**src/rtl/cpu_axi_bridge_pkg.sv**
```systemverilog
// Shared types and AXI constants for the CPU-to-AXI bridge.
package cpu_axi_bridge_pkg;

    typedef enum logic [1:0] {
        R_IDLE = 2'd0,
        R_AR   = 2'd1,
        R_R    = 2'd2
    } rd_state_e;

    typedef enum logic [1:0] {
        W_IDLE = 2'd0,
        W_SEND = 2'd1,
        W_B    = 2'd2
    } wr_state_e;

    localparam logic [3:0] ID_INST_DEFAULT = 4'd0;
    localparam logic [3:0] ID_DATA_DEFAULT = 4'd1;

    // Single-beat incrementing bursts, no locking, no cache hints, unprivileged.
    localparam logic [7:0] AXI_LEN   = 8'd0;
    localparam logic [1:0] AXI_BURST = 2'b01;
    localparam logic [1:0] AXI_LOCK  = 2'b00;
    localparam logic [3:0] AXI_CACHE = 4'b0000;
    localparam logic [2:0] AXI_PROT  = 3'b000;

    // CPU size (bytes = 2**size) maps straight onto AXI size.
    function automatic logic [2:0] axi_size(input logic [1:0] size);
        return {1'b0, size};
    endfunction

endpackage

```
**src/rtl/cpu_axi_bridge.sv**
```systemverilog
// Bridges an SRAM-like inst/data CPU interface onto a single AXI master port.
// One read and one write may be in flight; a data read and a write never overlap.
module cpu_axi_bridge
    import cpu_axi_bridge_pkg::*;
#(
    parameter logic [3:0] ID_INST = ID_INST_DEFAULT,
    parameter logic [3:0] ID_DATA = ID_DATA_DEFAULT
) (
    input  logic        clock,
    input  logic        reset,

    input  logic        io_inst_req,
    input  logic [31:0] io_inst_addr,
    input  logic [1:0]  io_inst_size,
    output logic        io_inst_addr_ok,
    output logic        io_inst_data_ok,
    output logic [31:0] io_inst_rdata,

    input  logic        io_data_req,
    input  logic        io_data_wr,
    input  logic [1:0]  io_data_size,
    input  logic [31:0] io_data_addr,
    input  logic [31:0] io_data_wdata,
    input  logic [3:0]  io_data_wstrb,
    output logic        io_data_addr_ok,
    output logic        io_data_data_ok,
    output logic [31:0] io_data_rdata,

    output logic [3:0]  io_axi_ar_bits_id,
    output logic [31:0] io_axi_ar_bits_addr,
    output logic [7:0]  io_axi_ar_bits_len,
    output logic [2:0]  io_axi_ar_bits_size,
    output logic [1:0]  io_axi_ar_bits_burst,
    output logic [1:0]  io_axi_ar_bits_lock,
    output logic [3:0]  io_axi_ar_bits_cache,
    output logic [2:0]  io_axi_ar_bits_prot,
    output logic        io_axi_ar_valid,
    input  logic        io_axi_ar_ready,

    input  logic [3:0]  io_axi_r_bits_id,
    input  logic [31:0] io_axi_r_bits_data,
    input  logic [1:0]  io_axi_r_bits_resp,
    input  logic        io_axi_r_bits_last,
    input  logic        io_axi_r_valid,
    output logic        io_axi_r_ready,

    output logic [3:0]  io_axi_aw_bits_id,
    output logic [31:0] io_axi_aw_bits_addr,
    output logic [7:0]  io_axi_aw_bits_len,
    output logic [2:0]  io_axi_aw_bits_size,
    output logic [1:0]  io_axi_aw_bits_burst,
    output logic [1:0]  io_axi_aw_bits_lock,
    output logic [3:0]  io_axi_aw_bits_cache,
    output logic [2:0]  io_axi_aw_bits_prot,
    output logic        io_axi_aw_valid,
    input  logic        io_axi_aw_ready,

    output logic [3:0]  io_axi_w_bits_id,
    output logic [31:0] io_axi_w_bits_data,
    output logic [3:0]  io_axi_w_bits_strb,
    output logic        io_axi_w_bits_last,
    output logic        io_axi_w_valid,
    input  logic        io_axi_w_ready,

    input  logic [3:0]  io_axi_b_bits_id,
    input  logic [1:0]  io_axi_b_bits_resp,
    input  logic        io_axi_b_valid,
    output logic        io_axi_b_ready
);

    rd_state_e   rd_state_q, rd_state_d;
    logic [31:0] ar_addr_q, ar_addr_d;
    logic [2:0]  ar_size_q, ar_size_d;
    logic [3:0]  ar_id_q, ar_id_d;
    logic [31:0] rdata_q, rdata_d;
    logic        inst_ok_q, inst_ok_d;
    logic        data_ok_q, data_ok_d;

    wr_state_e   wr_state_q, wr_state_d;
    logic [31:0] aw_addr_q, aw_addr_d;
    logic [2:0]  aw_size_q, aw_size_d;
    logic [31:0] wdata_q, wdata_d;
    logic [3:0]  wstrb_q, wstrb_d;
    logic        aw_pend_q, aw_pend_d;
    logic        w_pend_q, w_pend_d;

    logic rd_is_data;
    logic rd_data_busy;
    logic rd_can_grant;
    logic wr_can_grant;
    logic data_rd_req;
    logic r_done;
    logic r_done_data;
    logic b_ready_c;
    logic b_fire;
    logic unused_inputs;

    // Ownership, grant and completion decodes shared by both FSMs.
    assign rd_is_data   = (ar_id_q == ID_DATA);
    assign rd_data_busy = (rd_state_q != R_IDLE) && rd_is_data;
    assign rd_can_grant = (rd_state_q == R_IDLE) && (wr_state_q == W_IDLE);
    assign wr_can_grant = (wr_state_q == W_IDLE) && !rd_data_busy;
    assign data_rd_req  = io_data_req && !io_data_wr;
    assign r_done       = (rd_state_q == R_R) && io_axi_r_valid && io_axi_r_bits_last;
    assign r_done_data  = r_done && rd_is_data;
    // A data-read completion owns the data_ok pulse; the B response waits a cycle.
    assign b_ready_c    = (wr_state_q == W_B) && !r_done_data;
    assign b_fire       = b_ready_c && io_axi_b_valid;

    assign unused_inputs = ^{io_axi_r_bits_id, io_axi_r_bits_resp,
                             io_axi_b_bits_id, io_axi_b_bits_resp};

    // Read FSM next state: data read beats inst fetch, only when no write is in flight.
    always_comb begin
        rd_state_d = rd_state_q;
        ar_addr_d  = ar_addr_q;
        ar_size_d  = ar_size_q;
        ar_id_d    = ar_id_q;
        rdata_d    = rdata_q;
        inst_ok_d  = 1'b0;
        data_ok_d  = 1'b0;
        unique case (rd_state_q)
            R_IDLE: begin
                if (rd_can_grant && data_rd_req) begin
                    ar_addr_d  = io_data_addr;
                    ar_size_d  = axi_size(io_data_size);
                    ar_id_d    = ID_DATA;
                    rd_state_d = R_AR;
                end else if (rd_can_grant && io_inst_req) begin
                    ar_addr_d  = io_inst_addr;
                    ar_size_d  = axi_size(io_inst_size);
                    ar_id_d    = ID_INST;
                    rd_state_d = R_AR;
                end
            end
            R_AR: begin
                if (io_axi_ar_ready) rd_state_d = R_R;
            end
            R_R: begin
                if (r_done) begin
                    rdata_d    = io_axi_r_bits_data;
                    rd_state_d = R_IDLE;
                end
            end
            default: rd_state_d = R_IDLE;
        endcase
        inst_ok_d = r_done && !rd_is_data;
        data_ok_d = r_done_data || b_fire;
    end

    // Write FSM next state: AW and W complete independently, then wait for B.
    always_comb begin
        wr_state_d = wr_state_q;
        aw_addr_d  = aw_addr_q;
        aw_size_d  = aw_size_q;
        wdata_d    = wdata_q;
        wstrb_d    = wstrb_q;
        aw_pend_d  = aw_pend_q;
        w_pend_d   = w_pend_q;
        unique case (wr_state_q)
            W_IDLE: begin
                if (io_data_req && io_data_wr && wr_can_grant) begin
                    aw_addr_d  = io_data_addr;
                    aw_size_d  = axi_size(io_data_size);
                    wdata_d    = io_data_wdata;
                    wstrb_d    = io_data_wstrb;
                    aw_pend_d  = 1'b1;
                    w_pend_d   = 1'b1;
                    wr_state_d = W_SEND;
                end
            end
            W_SEND: begin
                aw_pend_d = aw_pend_q && !io_axi_aw_ready;
                w_pend_d  = w_pend_q && !io_axi_w_ready;
                if (!aw_pend_d && !w_pend_d) wr_state_d = W_B;
            end
            W_B: begin
                if (b_fire) wr_state_d = W_IDLE;
            end
            default: wr_state_d = W_IDLE;
        endcase
    end

    // State and payload registers; reset abandons any transaction in flight.
    always_ff @(posedge clock or posedge reset) begin
        if (reset) begin
            rd_state_q <= R_IDLE;
            ar_addr_q  <= 32'd0;
            ar_size_q  <= 3'd0;
            ar_id_q    <= 4'd0;
            rdata_q    <= 32'd0;
            inst_ok_q  <= 1'b0;
            data_ok_q  <= 1'b0;
            wr_state_q <= W_IDLE;
            aw_addr_q  <= 32'd0;
            aw_size_q  <= 3'd0;
            wdata_q    <= 32'd0;
            wstrb_q    <= 4'd0;
            aw_pend_q  <= 1'b0;
            w_pend_q   <= 1'b0;
        end else begin
            rd_state_q <= rd_state_d;
            ar_addr_q  <= ar_addr_d;
            ar_size_q  <= ar_size_d;
            ar_id_q    <= ar_id_d;
            rdata_q    <= rdata_d;
            inst_ok_q  <= inst_ok_d;
            data_ok_q  <= data_ok_d;
            wr_state_q <= wr_state_d;
            aw_addr_q  <= aw_addr_d;
            aw_size_q  <= aw_size_d;
            wdata_q    <= wdata_d;
            wstrb_q    <= wstrb_d;
            aw_pend_q  <= aw_pend_d;
            w_pend_q   <= w_pend_d;
        end
    end

    // CPU side: addr_ok follows FSM state; inst loses to a pending data read.
    assign io_data_addr_ok = !reset && (io_data_wr ? wr_can_grant : rd_can_grant);
    assign io_inst_addr_ok = !reset && rd_can_grant && !data_rd_req;
    assign io_inst_data_ok = inst_ok_q;
    assign io_data_data_ok = data_ok_q;
    assign io_inst_rdata   = rdata_q;
    assign io_data_rdata   = rdata_q;

    // AXI read channels.
    assign io_axi_ar_bits_id    = ar_id_q;
    assign io_axi_ar_bits_addr  = ar_addr_q;
    assign io_axi_ar_bits_len   = AXI_LEN;
    assign io_axi_ar_bits_size  = ar_size_q;
    assign io_axi_ar_bits_burst = AXI_BURST;
    assign io_axi_ar_bits_lock  = AXI_LOCK;
    assign io_axi_ar_bits_cache = AXI_CACHE;
    assign io_axi_ar_bits_prot  = AXI_PROT;
    assign io_axi_ar_valid      = (rd_state_q == R_AR);
    assign io_axi_r_ready       = (rd_state_q == R_R);

    // AXI write channels.
    assign io_axi_aw_bits_id    = ID_DATA;
    assign io_axi_aw_bits_addr  = aw_addr_q;
    assign io_axi_aw_bits_len   = AXI_LEN;
    assign io_axi_aw_bits_size  = aw_size_q;
    assign io_axi_aw_bits_burst = AXI_BURST;
    assign io_axi_aw_bits_lock  = AXI_LOCK;
    assign io_axi_aw_bits_cache = AXI_CACHE;
    assign io_axi_aw_bits_prot  = AXI_PROT;
    assign io_axi_aw_valid      = aw_pend_q;
    assign io_axi_w_bits_id     = ID_DATA;
    assign io_axi_w_bits_data   = wdata_q;
    assign io_axi_w_bits_strb   = wstrb_q;
    assign io_axi_w_bits_last   = 1'b1;
    assign io_axi_w_valid       = w_pend_q;
    assign io_axi_b_ready       = b_ready_c;

endmodule

```
**config.mk**
```make
export PLATFORM = sky130hd
export DESIGN_NAME = cpu_axi_bridge
export DESIGN_NICKNAME = d
export VERILOG_FILES = /design/src/rtl/cpu_axi_bridge_pkg.sv /design/src/rtl/cpu_axi_bridge.sv
export SDC_FILE = /design/constraint.sdc
export NUM_CORES = 1
export LEC_CHECK = 0
export CAP_MARGIN = 5
export CELL_PAD_IN_SITES_DETAIL_PLACEMENT = 1
export CELL_PAD_IN_SITES_GLOBAL_PLACEMENT = 1
export CORE_AREA = 2 2 151 153
export CTS_BUF_LIST = sky130_fd_sc_hd__clkbuf_4 sky130_fd_sc_hd__clkbuf_8
export CTS_CLUSTER_DIAMETER = 30
export DETAILED_ROUTE_END_ITERATION = 8
export DIE_AREA = 0 0 153 155
export PLACE_DENSITY = 0.83
export SLEW_MARGIN = 20
export SYNTH_ARGS = -nofsm -noshare
export SYNTH_HDL_FRONTEND = slang
export SYNTH_SLANG_ARGS = --single-unit
```
**constraint.sdc**
```tcl
create_clock -name clock -period 15.29 [get_ports clock]
set_clock_uncertainty 0.15 [all_clocks]
set_input_delay 3.058 -clock clock [delete_from_list [all_inputs] [get_ports clock]]
set_output_delay 3.058 -clock clock [all_outputs]
set_load 0.05 [all_outputs]
```
==> results of run 1 <==
## through the flow
step	setup WS [ps]	util [%]	hold slack, ps	cells
floorplan	5190	-	349	558
global placement	6810	44.7	323	1055
detailed placement	6790	44.8	327	1056
CTS	6800	46.6	350	1088
global route	6740	46.6	363	1088
finish	6870	46.6	346	1088
## per-layer routing
layer  global-route usage (%)  part of all wire [%]
met1                     22.0                    41
met2                     32.0                    51
met3                     4.12                   5.4
met4                     5.47                   2.0
met5                        0                     0
## layout make-up
type	count	share of cell area, %
timing repair buffer	331	31.9
multi-input combinational	289	25.5
sequential	145	35.0
tap	285	3.44
clock inverter	15	1.65
inverter	6	0.266
clock buffer	17	2.26
## how the worst max path moves through the flow
stage / cells after the start / slack, ps / end
floorplan: 2 / 5190 / io_data_addr_ok
global placement: 4 / 6810 / io_data_addr_ok
detailed placement: 4 / 6790 / io_data_addr_ok
CTS: 4 / 6800 / io_data_addr_ok
global route: 4 / 6740 / io_data_addr_ok
finish: 4 / 6870 / io_data_addr_ok
## placed cells by master (no fill, tap or decap), drive strengths merged
cell / count
clkinv: 3
and4b: 1
nor2b: 1
a22o: 1
bufinv: 2
mux2: 102
a31oi: 34
a21o: 1
a22oi: 1
o2bb2ai: 34
nand2: 3
clkdlybuf4s50: 322
nor2: 3
and2b: 1
clkbuf: 17
nand4: 1
a221o: 1
clkinvlp: 2
nor4: 1
dfrtp: 145
o2111a: 1
nor3: 1
a21oi: 2
o22ai: 1
nand2b: 3
buf: 9
and3b: 34
inv: 14
o21ai: 8
or2b: 1
conb: 52
nand3: 1
## power groups by stage
stage	clock (mW)	combinational, mW	sequential (mW)
after floorplan	0	0.625	1.33
after global placement	0	1.77	0.701
after detailed placement	0	1.80	0.710
after CTS	0.330	1.80	0.708
after global routing	0.345	1.85	0.733
final	0.319	1.79	0.704
## worst register-to-register path, delay by kind of cell, from the launching register on
family                 cells  cell delay [ps]
muxes                      1              530
buffers and inverters      1              610
DFF                        1              450
and+or+nand+nor            1              570
AOI/OAI and AO/OA          1              230
## flip-flops by register name, summed over array words and instances (netlist names), 2 cells and up
signal and count:
io_axi_ar_bits_addr 32, io_axi_aw_bits_addr 32, io_axi_w_bits_data 32, io_data_rdata 32, io_axi_w_bits_strb 4, io_axi_ar_bits_size 2
io_axi_aw_bits_size 2, rd_state_q 2, wr_state_q 2
## cell families (layout without fill, tap and decap cells)
kind of cell / count (synthesis) / in the layout / synth area share (%)
and+or+nand+nor: 51 / 51 / 5.92
buffers and inverters: 124 / 369 / 12.5
muxes: 102 / 102 / 20.2
DFF: 145 / 145 / 52.4
AOI/OAI and AO/OA: 84 / 84 / 8.94
other: 2 / 52 / 0.108
==> flow_summary.toml, run 1 <==
[pwr]
power.total_mw = 2.81
internal_power_mw = 1.37
power.share.combinational_pct = 63.6
p_sw_mw = 1.44
clock_power_share_pct = 11.3
p_leak_nw = 4.63
switching_share_pct = 51.2
pd_cells_mw_per_mm2 = 271
ir_drop_v = 0.000133
power.share.sequential_pct = 25.0

[worst_setup_path]
timing.critical_path.cells = "clkdlybuf4s50_1 > inv_6 > o2111a_1 > clkdlybuf4s50_1"
worst_ep_required_time_ps = 12080
critPathLaunch = "reset"
regToRegEndpoint = "io_axi_w_bits_data[15]"
timing.critical_path.from_type = "primary input"
critical_path_class = "primary input to output port"
critical-path-top-cell-by-count = "sky130_fd_sc_hd__clkdlybuf4s50_1"
arrival_ps = 5210
timing.reg2reg.worst_path_depth = 4
critical_path_buf_inv_count = 3
cpLargestDelayFamily = "buffers and inverters"
timing.critical_path.slowest_stage_cell = "sky130_fd_sc_hd__clkdlybuf4s50_1"
critical-path-max-stage-delay_ps = 820
worstPathMaxFanout = 78
worstReg2RegStart = "rd_state_q[0]"
worst-r2r-setup-slack_ps = 12640
critical_path_capture_point_type = "output port"

[sta]
period_needed_ps = 8420
worstMarginPinSlew_ps = 959
fin_tns_setup_ps = 0
fmax_ghz = 0.119
finalSetupViolCount = 0
finalHoldViolations = 0
setup_repair_after_global_routing_missed_its_margin = "no"
report.final.slew_viol_count = 0
finalCritPeriodShare_pct = 55.1
timing.slew.headroom_pct = 36.1

[min_path]
hold-path-cell-count = 1
worst_hold_launch = "io_axi_ar_bits_addr[8]"
hold_path.class = "flop to flop"
hold_end = "io_axi_ar_bits_addr[8]"

[route]
routed-via-count = 5055
initialDrtViolationCount = 153
drt-wirelength-per-cell_um = 19.9
detail_route.vias_per_cell = 4.65
detail-route-antenna-nets = 0
total_iterations_of_the_first_detailed_routing_run = 4
drc = 0
wirelength_um = 21700

[layout]
antenna_cells = 0
num-fill-cells = 2311
post-route-cell-area_mm2 = 0.0104
ff_latch_area_mm2 = 0.00363
post_route_cells_drive_above_1_share_pct = 18.7
finish.net_count = 949
area_occupied_by_multi_input_gates_mm2 = 0.00264
areaGrowthSynthToFinish_pct = 49.5

[yosys]
synth_top_cells_by_area = "sky130_fd_sc_hd__dfrtp_1, sky130_fd_sc_hd__mux2_4, sky130_fd_sc_hd__buf_4"
synth_cells = 508
synth_top_area_cell = "sky130_fd_sc_hd__dfrtp_1"
ys.flop_type = "sky130_fd_sc_hd__dfrtp_1"
ys_seq_elements = 145
yosys.cell_types.count = 33
synth_largest_type_area_fraction_pct = 52.4
async_flop_share_pct = 100
synthesis.area_mm2 = 0.00693
most_instantiated_library_cell_after_synthesis = "sky130_fd_sc_hd__dfrtp_1"
synth_edf_count = 0
postSynthAreaPerCell_um2 = 13.6
synth_common_cells = "sky130_fd_sc_hd__dfrtp_1, sky130_fd_sc_hd__buf_4, sky130_fd_sc_hd__mux2_4, sky130_fd_sc_hd__mux2_2"
ys_seq_area_share_pct = 52.4
synth-warning-count = 0

[outcome]
status = "completed"

[clocking]
cts_resized = 0
cts_h_tree_lvls = 4
clock_insertion_delay_worst_skew_ps = 440
root_buffer = "sky130_fd_sc_hd__clkbuf_8"
numCtsBuffers = 17
cts_post_setup_buffers_inserted = 0
clock_path_buffers = 2
cts.hold.buffers_added = 0
clock_sinks = 145
clock_pin_slew_on_the_worst_setup_and_hold_paths_ps = 80
cts_tree = "yes"

[grt]
grt_pass1_vias = 5609
wire_length_of_the_first_global_routing_pass_um = 33400
grt_antenna_before_repair = 0
pin_count_of_the_biggest_net_entering_global_routing = 79
global_route.overflow_total = 0
grt.total_usage_pct = 18.1

[die]
floorplan.initialDensity_pct = 31.2
die_width_um = 153
io-pin-count = 389
dieHeight_um = 155
rows = 55
floorplan_core_area_mm2 = 0.0222
die-area_mm2 = 0.0237

[place]
place.port_buffers = 324
place.detailed.hpwl_um = 15500
place_area_mm2 = 0.00996
place_congestion = 0.744

[job]
drv.max_cap_violation_count = 0
No activity file was read; power rests on OpenSTA's default activity.
==> run 2, diff against run 1 <==
- CORE_AREA: 2 2 151 153 -> 2 2 155 157
- DIE_AREA: 0 0 153 155 -> 0 0 157 159
- PLACE_DENSITY: 0.83 -> 0.79
- clock period: 15.29 -> 8 ns (I/O delays scaled with it)
==> run 2 against run 1 <==
Compared with the run above:
- combinational power is 91% higher
- wire length is 2.0% higher
- critical path depth stayed put
- final area hardly changed
- global-route usage is 0.55 points lower
- clock power is 90% higher
- non-clock buffer count is 3 lower
- first-iteration DRC count is 17% lower
- final cell count is 2.8% higher
- worst hold slack worse by 2.0 ps
- count of clock-buffer cells in the layout is 2 higher
- sequential power is 90% higher
- largest cell class unchanged
==> flow_summary.toml, run 2 (synthesized netlist as in run 1, its figures left out) <==
[clocking]
cts_h_tree_lvls = 4
clock_path_buffers = 2
cts.hold.buffers_added = 0
cts_post_setup_buffers_inserted = 0
numCtsBuffers = 17
root_buffer = "sky130_fd_sc_hd__clkbuf_8"
cts_resized = 0
clock_pin_slew_on_the_worst_setup_and_hold_paths_ps = 90
clock_insertion_delay_worst_skew_ps = 440
cts_tree = "yes"
clock_sinks = 145

[worst_setup_path]
worstReg2RegStart = "rd_state_q[0]"
critical_path_class = "primary input to output port"
worst-r2r-setup-slack_ps = 5270
worst_ep_required_time_ps = 6250
critical_path_capture_point_type = "output port"
critPathCapture = "io_data_addr_ok"
worstPathMaxFanout = 77
critPathLaunch = "reset"
timing.critical_path.from_type = "primary input"
timing.reg2reg.worst_path_depth = 4
arrival_ps = 3740
regToRegEndpoint = "io_axi_w_bits_data[28]"

[layout]
post_route_cells_drive_above_1_share_pct = 18.5
antenna_cells = 0
finish.net_count = 946
final_common_cell = "sky130_fd_sc_hd__clkdlybuf4s50_1"
layout.cells.most_common_list = "sky130_fd_sc_hd__clkdlybuf4s50_1, sky130_fd_sc_hd__dfrtp_1, sky130_fd_sc_hd__mux2_4"
areaGrowthSynthToFinish_pct = 49.4

[pwr]
pd_cells_mw_per_mm2 = 518
p_leak_nw = 4.61
ir_drop_v = 0.000200

[grt]
pin_count_of_the_biggest_net_entering_global_routing = 78
grt_antenna_before_repair = 0
grt_pass1_vias = 5426
grt.total_usage_pct = 17.5
wire_length_of_the_first_global_routing_pass_um = 33300
global_route.overflow_total = 0

[sta]
finalHoldViolations = 0
period_needed_ps = 5490
fin_tns_setup_ps = 0
worstMarginPinSlew_ps = 972
timing.slew.headroom_pct = 35.2
fmax_ghz = 0.182
finalSetupViolCount = 0
finalCritPeriodShare_pct = 68.7
setup_repair_after_global_routing_missed_its_margin = "no"
postLayoutSetupSlackWorst_ps = 2510
report.final.slew_viol_count = 0

[die]
die_width_um = 157
die-area_mm2 = 0.0250
rows = 56
io-pin-count = 389
floorplan_core_area_mm2 = 0.0232
dieHeight_um = 159
floorplan.initialDensity_pct = 29.9

[min_path]
hold_path.class = "flop to flop"
worst_hold_launch = "io_axi_ar_bits_addr[5]"
hold-path-cell-count = 1

[route]
drt-wirelength-per-cell_um = 19.8
total_iterations_of_the_first_detailed_routing_run = 4
wirelength_um = 22100
initialDrtViolationCount = 127
drc = 0
detail-route-antenna-nets = 0
routed-via-count = 5031
detail_route.vias_per_cell = 4.50

[place]
pre_cts_slack_ps = 2430
place.port_buffers = 324
place_congestion = 0.732
place.detailed.hpwl_um = 15700

[job]
drv.max_cap_violation_count = 0

[outcome]
status = "completed"
==> run 2: cell type report <==
type | count | area, um2
Clock inverter | 13 | 141
Timing Repair Buffer | 328 | 3260
Fill cell | 2438 | 12800
Clock buffer | 19 | 262
Multi-Input combinational cell | 289 | 2640
Sequential cell | 145 | 3630
Tap cell | 319 | 399
Inverter | 6 | 27.5
==> run 2: critical path, stage by stage <==
cell and delay, ps:
sky130_fd_sc_hd__clkdlybuf4s50_1 490, sky130_fd_sc_hd__inv_6 510, sky130_fd_sc_hd__o2111a_1 280, sky130_fd_sc_hd__clkdlybuf4s50_1 820
==> run 2: power breakdown <==
part | internal (mW) | switching, mW
Clock | 0.275 | 0.332
Sequential | 1.10 | 0.247
Combinational | 1.23 | 2.18
Total | 2.60 | 2.76
==> run 2: how the worst min path moves through the flow <==
stage / end / slack [ps]
4_1_cts: io_axi_ar_bits_addr[5] / 350
3_5_place_dp: io_axi_ar_bits_addr[2] / 320
2_1_floorplan: io_inst_data_ok / 350
5_1_grt: io_axi_ar_bits_size[1] / 350
6_report: io_axi_ar_bits_addr[5] / 340
3_3_place_gp: io_axi_ar_bits_addr[23] / 320
==> run 2: stage by stage <==
stage	instance area, um2	cells	util (%)	power (mW)	hold slack [ps]
detailed placement	9950	1087	42.9	4.79	322
global route	10400	1119	44.6	5.58	353
floorplan	7120	558	-	3.73	349
global placement	9950	1087	42.9	4.73	322
finish	10400	1119	44.6	5.36	344
CTS	10400	1119	44.6	5.41	349
==> run 2: per-layer routing <==
| metal | up-vias | global-route usage, % | routed length (um) | part of all wire [%] |
|---|---|---|---|---|
| met5 | - | 0 | 0 | 0 |
| met4 | 0 | 3.71 | 170 | 0.77 |
| met3 | 13 | 6.45 | 1890 | 8.5 |
| met2 | 220 | 30.3 | 11100 | 50 |
| met1 | 2554 | 20.7 | 8970 | 41 |
| li1 | 2244 | - | - | - |
==> run 3, diff against run 2 <==
- clock period: 8 -> 5.5 ns (I/O delays scaled with it)
==> run 3 against run 2 <==
Compared with the run above:
- global-route usage is 0.34 points higher
- non-clock buffer count increased by 5
- die area is the same
- final area is 0.25% higher
- wire length increased by 2.8%
- power rose by 46%
- core utilization increased by 0.11 points
- worst hold slack better by 4.9 ps
- first-iteration DRC count up 58%
- critical path depth stayed put
- final cell count increased by 0.45%
- setup slack got worse by 1200 ps
- largest power group unchanged
- highest routed layer unchanged
==> flow_summary.toml, run 3 (synthesized netlist as in run 1, its figures left out) <==
[worst_setup_path]
arrival_ps = 2920
critical_path_class = "primary input to output port"
critical_path_capture_point_type = "output port"
worst_ep_required_time_ps = 4250
timing.critical_path.cells = "clkdlybuf4s50_1 > clkinvlp_4 > o2111a_1 > clkdlybuf4s50_1"
timing.critical_path.slowest_stage_cell = "sky130_fd_sc_hd__clkdlybuf4s50_1"
critical-path-max-stage-delay_ps = 710
worstPathMaxFanout = 15
timing.critical_path.from_type = "primary input"
timing.reg2reg.worst_path_depth = 4
critical-path-top-cell-by-count = "sky130_fd_sc_hd__clkdlybuf4s50_1"

[min_path]
hold_path.class = "flop to flop"
hold-path-cell-count = 1

[place]
place.detailed.hpwl_um = 16300
pre_cts_slack_ps = 1280
place_congestion = 0.758
place.port_buffers = 324
place_area_mm2 = 0.00999

[die]
die_width_um = 157
die-area_mm2 = 0.0250
io-pin-count = 389
rows = 56
floorplan_core_area_mm2 = 0.0232
dieHeight_um = 159
floorplan.initialDensity_pct = 29.9

[grt]
wire_length_of_the_first_global_routing_pass_um = 34100
pin_count_of_the_biggest_net_entering_global_routing = 71
grt_antenna_before_repair = 0
global_route.overflow_total = 0
grt.total_usage_pct = 17.8
grt_pass1_vias = 5578

[route]
initialDrtViolationCount = 201
routed-via-count = 5103
drt-wirelength-per-cell_um = 20.2
detail_route.vias_per_cell = 4.54
drc = 0
detail-route-antenna-nets = 0
wirelength_um = 22700
total_iterations_of_the_first_detailed_routing_run = 4

[pwr]
pd_cells_mw_per_mm2 = 753
ir_drop_v = 0.000326
p_leak_nw = 4.62

[layout]
finish.net_count = 951
layout.core_utilization_pct = 44.8
antenna_cells = 0
final_common_cell = "sky130_fd_sc_hd__clkdlybuf4s50_1"
area_occupied_by_multi_input_gates_mm2 = 0.00264
ff_latch_area_mm2 = 0.00363
num-fill-cells = 2471
areaGrowthSynthToFinish_pct = 49.8
layout.cells.most_common_list = "sky130_fd_sc_hd__clkdlybuf4s50_1, sky130_fd_sc_hd__dfrtp_1, sky130_fd_sc_hd__mux2_4"
post-route-cell-area_mm2 = 0.0104
post_route_cells_drive_above_1_share_pct = 19.0

[sta]
setup_repair_after_global_routing_missed_its_margin = "no"
finalCritPeriodShare_pct = 75.8
timing.slew.headroom_pct = 37.4
worstMarginPinSlew_ps = 939
holdWs_ps = 349
postLayoutSetupSlackWorst_ps = 1330
report.final.slew_viol_count = 0
fmax_ghz = 0.240
finalSetupViolCount = 0
period_needed_ps = 4170
finalHoldViolations = 0
fin_tns_setup_ps = 0

[clocking]
clock_insertion_delay_worst_skew_ps = 440
clock_pin_slew_on_the_worst_setup_and_hold_paths_ps = 100
numCtsBuffers = 17
cts_resized = 0
cts_h_tree_lvls = 4
cts_post_setup_buffers_inserted = 0
cts.hold.buffers_added = 0
root_buffer = "sky130_fd_sc_hd__clkbuf_8"
cts_tree = "yes"
clock_sinks = 145
clock_path_buffers = 2

[job]
drv.max_cap_violation_count = 0

[outcome]
status = "completed"
## run 3: changes by cell type in the layout (fill, tap and decap cells not counted), sizes merged
cell	previous run	this run
buf	7	12
clkbuf	19	18
clkinvlp	1	3
inv	13	12
## run 3: path summary, 6_finish.rpt
check,start,to,slack (ps)
setup reg to reg,rd_state_q[0],io_axi_ar_bits_addr[8],3190
max in group asynchronous,reset,io_axi_w_bits_data[30],3130
hold reg to reg,io_axi_ar_bits_addr[16],io_axi_ar_bits_addr[16],350
setup / recovery,reset,io_data_addr_ok,1330
min in group asynchronous,reset,io_axi_w_valid,860
hold / removal,io_axi_ar_bits_addr[16],io_axi_ar_bits_addr[16],350
## run 3: per-stage QoR
| step | total power [mW] | std cells |
|---|---|---|
| 2_1_floorplan | 5.43 | 558 |
| 3_3_place_gp | 6.91 | 1092 |
| 3_5_place_dp | 6.99 | 1092 |
| 4_1_cts | 7.89 | 1124 |
| 5_1_grt | 8.12 | 1124 |
| 6_report | 7.82 | 1124 |
## run 3: worst max-delay path: cells and delay by family
kind | cells | cell delay, ps
AOI/OAI and AO/OA | 1 | 230
buffers and inverters | 3 | 1570
## run 3: cell type report
class / instances / area share (%)
well taps: 319 / 3.85
flip-flops and latches: 145 / 35.0
repair buffers: 333 / 31.8
clock inverters: 14 / 1.40
clock buffers: 18 / 2.39
multi-input cells: 289 / 25.4
inverters: 6 / 0.253
## run 3: power breakdown
group | switching, mW | internal (mW) | leakage [nW] | total, mW
logic | 3.21 | 1.79 | 2.67 | 5.00
clock network | 0.484 | 0.386 | 0.196 | 0.870
registers | 0.358 | 1.59 | 1.75 | 1.95
## run 3: metal layers
layer  GRT usage [%]  share of wire, %
met4            4.96               1.8
met3            5.53               8.0
met2            29.9                48
met5               0                 0
met1            22.1                42
